`config.mk`:
```
export PLATFORM = sky130hd
export DESIGN_NAME = rv_pl_hazard_ctrl
export DESIGN_NICKNAME = d
export VERILOG_FILES = /design/src/rtl/rv_pl_pkg.sv /design/src/rtl/rv_pl_fwd_sel.sv /design/src/rtl/rv_pl_hazard_ctrl.sv
export SDC_FILE = /design/constraint.sdc
export NUM_CORES = 1
export LEC_CHECK = 0
export BUFFER_PORTS_ARGS = -buffer_cell sky130_fd_sc_hd__buf_2
export CORE_ASPECT_RATIO = 1.1
export CORE_UTILIZATION = 45
export CTS_CLUSTER_SIZE = 24
export DETAILED_ROUTE_END_ITERATION = 8
export PLACE_DENSITY = 0.92
export SLEW_MARGIN = 20
export SYNTH_ARGS = -nofsm -noshare
export SYNTH_HDL_FRONTEND = slang
export SYNTH_SLANG_ARGS = --single-unit
```
`constraint.sdc`:
```
create_clock -name clk -period 2.4 [get_ports clk]
set_input_delay 0.24 -clock clk [delete_from_list [all_inputs] [get_ports clk]]
set_output_delay 0.24 -clock clk [all_outputs]
set_load 0.005 [all_outputs]
```
`src/rtl/rv_pl_pkg.sv`:
```
// Shared definitions for the rv_pl hazard/forwarding controller.
// Holds the forward-select encodings, the hazard FSM state type and default widths.
package rv_pl_pkg;

  localparam int RA_W_DEF = 5;

  localparam logic [1:0] FD_RF = 2'b00;
  localparam logic [1:0] FD_M  = 2'b10;
  localparam logic [1:0] FD_W  = 2'b01;

  typedef enum logic [1:0] {
    ST_IDLE     = 2'd0,
    ST_LD_WAIT  = 2'd1,
    ST_MDU_BUSY = 2'd2
  } hz_state_e;

  function automatic int max_int(input int a, input int b);
    return (a > b) ? a : b;
  endfunction

endpackage

```
`src/rtl/rv_pl_fwd_sel.sv`:
```
// Forward-select for one E-stage operand: M result beats W result; x0 is never forwarded.
module rv_pl_fwd_sel
  import rv_pl_pkg::*;
#(
  parameter int RA_W = RA_W_DEF
) (
  input  logic [RA_W-1:0] src,
  input  logic [RA_W-1:0] m_rf_a3,
  input  logic            m_we_rf,
  input  logic [RA_W-1:0] w_rf_a3,
  input  logic            w_we_rf,
  output logic [1:0]      sel
);

  always_comb begin
    sel = FD_RF;
    if (src != '0 && m_we_rf && m_rf_a3 == src) begin
      sel = FD_M;
    end else if (src != '0 && w_we_rf && w_rf_a3 == src) begin
      sel = FD_W;
    end
  end

endmodule

```
`src/rtl/rv_pl_hazard_ctrl.sv`:
```
// Hazard/forwarding controller for the 5-stage rv_pl core: stall FSM for multi-cycle loads
// and the MDU handshake. Optional perf counters are built when HAZARD_PERF_EN is defined.
module rv_pl_hazard_ctrl
  import rv_pl_pkg::*;
#(
  parameter int RA_W     = RA_W_DEF,
  parameter int DMEM_LAT = 1,
  parameter int MDU_TMO  = 64
) (
  input  logic            clk,
  input  logic            rst,
  input  logic [RA_W-1:0] D_rf_a1,
  input  logic [RA_W-1:0] D_rf_a2,
  input  logic [RA_W-1:0] E_rf_a1,
  input  logic [RA_W-1:0] E_rf_a2,
  input  logic [RA_W-1:0] E_rf_a3,
  input  logic            E_is_load,
  input  logic            E_is_mdu,
  input  logic            E_pcsrc,
  input  logic [RA_W-1:0] M_rf_a3,
  input  logic            M_we_rf,
  input  logic            M_is_load,
  input  logic [RA_W-1:0] W_rf_a3,
  input  logic            W_we_rf,
  input  logic            mdu_done,
  output logic            F_stall,
  output logic            D_stall,
  output logic            E_stall,
  output logic            M_stall,
  output logic            D_flush,
  output logic            E_flush,
  output logic            W_flush,
  output logic [1:0]      E_fd_A,
  output logic [1:0]      E_fd_B,
  output logic            mdu_start,
  output logic            err_mdu_tmo
`ifdef HAZARD_PERF_EN
  ,
  output logic [31:0]     perf_stall_cyc,
  output logic [31:0]     perf_flush_cnt
`endif
);

  localparam int CNT_W = $clog2(max_int(DMEM_LAT, MDU_TMO)) + 1;
  localparam logic [CNT_W-1:0] LD_INIT  = CNT_W'((DMEM_LAT > 1) ? DMEM_LAT - 2 : 0);
  localparam logic [CNT_W-1:0] TMO_LAST = CNT_W'(MDU_TMO - 1);
  localparam logic [CNT_W-1:0] CNT_SAT  = '1;

  hz_state_e        state_reg, state_next;
  logic [CNT_W-1:0] cnt_reg, cnt_next;
  logic             err_reg, err_next;
  logic             ld_exit_reg, ld_exit_next;
  logic             load_use, ld_enter;

  logic [RA_W-1:0]  e_src  [2];
  logic [1:0]       fd_raw [2];

  assign e_src[0] = E_rf_a1;
  assign e_src[1] = E_rf_a2;

  genvar gi;
  generate
    for (gi = 0; gi < 2; gi++) begin : g_fwd
      rv_pl_fwd_sel #(.RA_W(RA_W)) u_fwd (
        .src     (e_src[gi]),
        .m_rf_a3 (M_rf_a3),
        .m_we_rf (M_we_rf),
        .w_rf_a3 (W_rf_a3),
        .w_we_rf (W_we_rf),
        .sel     (fd_raw[gi])
      );
    end
  endgenerate

  assign E_fd_A      = rst ? FD_RF : fd_raw[0];
  assign E_fd_B      = rst ? FD_RF : fd_raw[1];
  assign err_mdu_tmo = err_reg;

  assign load_use = E_is_load && (E_rf_a3 != '0) &&
                    ((E_rf_a3 == D_rf_a1) || (E_rf_a3 == D_rf_a2));
  // The load just released from LD_WAIT is still visible in M for one cycle; do not re-enter for it.
  assign ld_enter = M_is_load && (DMEM_LAT > 1) && !ld_exit_reg;

  always_comb begin
    state_next   = state_reg;
    cnt_next     = cnt_reg;
    err_next     = err_reg;
    ld_exit_next = 1'b0;
    F_stall      = 1'b0;
    D_stall      = 1'b0;
    E_stall      = 1'b0;
    M_stall      = 1'b0;
    D_flush      = 1'b0;
    E_flush      = 1'b0;
    W_flush      = 1'b0;
    mdu_start    = 1'b0;
    if (rst) begin
      D_flush = 1'b1;
      E_flush = 1'b1;
      W_flush = 1'b1;
    end else begin
      case (state_reg)
        ST_IDLE: begin
          if (E_pcsrc) begin
            D_flush = 1'b1;
            E_flush = 1'b1;
          end else if (load_use) begin
            F_stall = 1'b1;
            D_stall = 1'b1;
            E_flush = 1'b1;
          end
          if (ld_enter) begin
            state_next = ST_LD_WAIT;
            cnt_next   = LD_INIT;
          end else if (E_is_mdu && !E_pcsrc) begin
            mdu_start  = 1'b1;
            F_stall    = 1'b1;
            D_stall    = 1'b1;
            E_stall    = 1'b1;
            E_flush    = 1'b1;
            state_next = ST_MDU_BUSY;
            cnt_next   = '0;
          end
        end
        ST_LD_WAIT: begin
          F_stall = 1'b1;
          D_stall = 1'b1;
          E_stall = 1'b1;
          M_stall = 1'b1;
          W_flush = 1'b1;
          if (cnt_reg == '0) begin
            state_next   = ST_IDLE;
            ld_exit_next = 1'b1;
          end else begin
            cnt_next = cnt_reg - 1'b1;
          end
        end
        ST_MDU_BUSY: begin
          // Release E on done or timeout so the E->M register captures whatever the MDU holds.
          if (mdu_done) begin
            state_next = ST_IDLE;
          end else if (cnt_reg == TMO_LAST) begin
            err_next   = 1'b1;
            state_next = ST_IDLE;
          end else begin
            F_stall = 1'b1;
            D_stall = 1'b1;
            E_stall = 1'b1;
            E_flush = 1'b1;
            if (cnt_reg != CNT_SAT) begin
              cnt_next = cnt_reg + 1'b1;
            end
          end
        end
        default: state_next = ST_IDLE;
      endcase
    end
  end

  always_ff @(posedge clk) begin
    if (rst) begin
      state_reg   <= ST_IDLE;
      cnt_reg     <= '0;
      err_reg     <= 1'b0;
      ld_exit_reg <= 1'b0;
    end else begin
      state_reg   <= state_next;
      cnt_reg     <= cnt_next;
      err_reg     <= err_next;
      ld_exit_reg <= ld_exit_next;
    end
  end

`ifdef HAZARD_PERF_EN
  logic [31:0] perf_stall_reg, perf_flush_reg;
  logic        pc_flush;

  assign pc_flush       = !rst && (state_reg == ST_IDLE) && E_pcsrc;
  assign perf_stall_cyc = perf_stall_reg;
  assign perf_flush_cnt = perf_flush_reg;

  always_ff @(posedge clk) begin
    if (rst) begin
      perf_stall_reg <= '0;
      perf_flush_reg <= '0;
    end else begin
      if (F_stall) perf_stall_reg <= perf_stall_reg + 32'd1;
      if (pc_flush) perf_flush_reg <= perf_flush_reg + 32'd1;
    end
  end
`endif

endmodule

```
==> results.yml <==
global_routing:
  grt_max_degree: 17
  grt_pass1_vias: 1045
  overflow: 0
  grt_pass1_wl_mm: 4.48
  grt_usage_pct: 21.6
  antenna_found_initial: 0
power_and_ir_drop:
  swShare_pct: 34.3
  power_frac_seq_pct: 33.0
  power_density_nw_per_um2: 345
  switchingPower_w: 0.000166
  p_comb_share_pct: 41.1
  intPower_w: 0.000317
  p_clk_share_pct: 25.9
  p_total_w: 0.000483
  p_leak_nw: 0.600
  peakVddDrop_v: 0.000263
logic_synthesis:
  yosys-top-cells-area: "xnor2_1 18%, dfxtp_1 16%, xor2_1 7.9%"
  yosys.area.top_type: "xnor2_1"
  synth-seq-area-share_pct: 16.3
  syn_inst: 137
  ys_warn_count: 0
  synthDominantCellAreaShare_pct: 18.3
  synth_cell_types: 38
  async_flop_share_pct: 0
  synth_area_um2: 1100
  synth_fp_nets: 187
  ys_ff_latch: 9
  syn_avg_cell_area_um2: 8.05
  synth_edf_count: 0
  synth_ff_type: "dfxtp_1"
floorplan:
  boundaryPins: 57
  die-area_um2: 2650
  rows: 18
  initial_utilization_pct: 48.5
  die_x_um: 49.2
  die_h_um: 53.9
  core_area_um2: 2270
clock_tree:
  cts-hold-fix-buffers: 0
  ctsResizeCount: 0
  cts-root-buf: "clkbuf_4"
  post_cts_buffers: 0
  cts-htree-levels: 1
  clk_path_buf_depth: 2
  clock_latency_ns: 0.27
  cts_buffers: 3
  cts_sinks: 9
  cts_tree: "built"
  clk_pin_slew_ns: 0.07
sta:
  holdWs_ns: 0.333
  setup-violations-final: 0
  clock.fmax_mhz: 475
  fin_crit_sh_pct: 87.8
  skew_ns: 0.0104
  drv_slew: 0
  relSlewSlack_pct: 63.9
  hold_viol: 0
  rsz0062_at_grt: "false"
  worstMarginPinSlew_ns: 0.541
  period_minus_slack_ns: 2.11
  fin_setup_tns_ns: 0
worst_setup_path:
  r2r_start: "state_reg[1]"
  timing.rr.end: "cnt_reg[5]"
  r2r_setup_slack_ns: 0.43
  path_buf_inv: 1
  cp-end-kind: "primary output"
  crit_chain: "nand4_1 > nor3_1 > o21a_1 > or4_1 > o21bai_1 > buf_2"
  crit_fanout: 4
  crit_family: "simple AND/OR/NAND/NOR gates"
  cp-start-kind: "flop"
  crit_slowest_cell: "or4_1"
  cp.arrival_ns: 1.87
  critPathRequiredTime_ns: 2.16
  worstSetupPathType: "reg -> out"
  critPathMaxStageDelay_ns: 0.47
  reg2reg_depth: 7
place:
  gp_congestion: 0.872
  dp_hpwl_mm: 2.18
  placed_cells: 216
  portBuffers: 54
hold_path:
  hold_end: "cnt_reg[0]"
  hp-class: "in -> reg"
  hold_path_startpoint: "rst"
  hold_depth: 2
route:
  vias_per_cell: 5.23
  firstDrtPassIters: 4
  detail_route.wl_per_cell_um: 11.8
  vias: 1150
  first_iter_violations: 22
  drc: 0
  ant_nets: 0
  drt_wl_total_mm: 2.59
cells_and_area:
  drive_above_1_share_pct: 33.2
  fin_nets: 241
  finish.utilization_pct: 61.5
  area_growth_pct: 26.9
  final_cells: 220
  largest_reg_flops: 7
  antennaDiodeCount: 0
flow_run:
  maxCapViolations: 0
outcome:
  outcome: "finished clean"
[Yosys cell counts (all sizes together) (4+ instances only)]
library cell and instances:
xnor2 23, buf 5, nor3 10, nand2 6, nor4 6, nor2 6, ha 5, a21oi 10
nand4 5, o21ai 6, xor2 10, dfxtp 9, or4 4, inv 6
[cell type report]
cell class	instances	area (um2)
timing repair buffer	55	278
tap	30	37.5
inverter	6	25.0
multi-input combinational	116	852
fill	203	876
sequential	9	180
clock buffer	4	26.3
[cells by family after synthesis]
kind of cell,synth area share [%]
flip-flops,16.3
XOR/XNOR,26.2
other,0.340
AO/OA/AOI/OAI,17.7
buffers and inverters,6.36
adder cells (fa/ha/maj),7.49
AND/OR/NAND/NOR,24.5
multiplexers,1.02
[power groups by stage]
stage | clock network [W] | registers [W] | logic (W)
2_1_floorplan | 0 | 0.000162 | 0.000126
3_3_place_gp | 0 | 0.000163 | 0.000193
3_5_place_dp | 0 | 0.000163 | 0.000196
4_1_cts | 0.000126 | 0.000159 | 0.000199
5_1_grt | 0.000131 | 0.000160 | 0.000222
6_report | 0.000125 | 0.000159 | 0.000198
[metal layers]
layer	vias to the layer above	GRT usage [%]	wire length, um
met2	32	42.7	1380
met4	0	5.39	40
li1	600	-	-
met3	5	3.11	96
met1	513	24.4	1070
met5	-	0	0
[worst max path at each step]
stage                 startpoint    endpoint  slack, ns  cells past startpoint
floorplan           state_reg[1]  cnt_reg[5]       0.41                      8
global placement    state_reg[1]  cnt_reg[5]       0.45                      7
global route          cnt_reg[4]     D_stall       0.17                      6
detailed placement  state_reg[1]  cnt_reg[5]       0.44                      7
CTS                   cnt_reg[4]     D_stall       0.27                      6
finish                cnt_reg[4]     D_stall       0.29                      6
[per-stage QoR]
stage,instance area (um2),setup WS (ns)
2_1_floorplan,1100,0.408
5_1_grt,1400,0.171
3_5_place_dp,1370,0.439
6_report,1400,0.293
4_1_cts,1400,0.271
3_3_place_gp,1370,0.454
[layout by cell type, fill, tap and decap left out, types with 2 or more instances in the layout]
cell,instances
ha_1,5
xor2_1,10
or4_1,4
nand2_1,5
o21ai_0,6
nor2b_1,2
a211oi_1,2
a21oi_1,10
nor2_1,6
nand4_1,5
buf_2,54
inv_1,5
nor4_1,6
dfxtp_1,9
nand3_1,2
and2_1,3
clkbuf_4,3
nor3_1,10
xnor2_1,23
No activity file was read; power rests on OpenSTA's default activity.
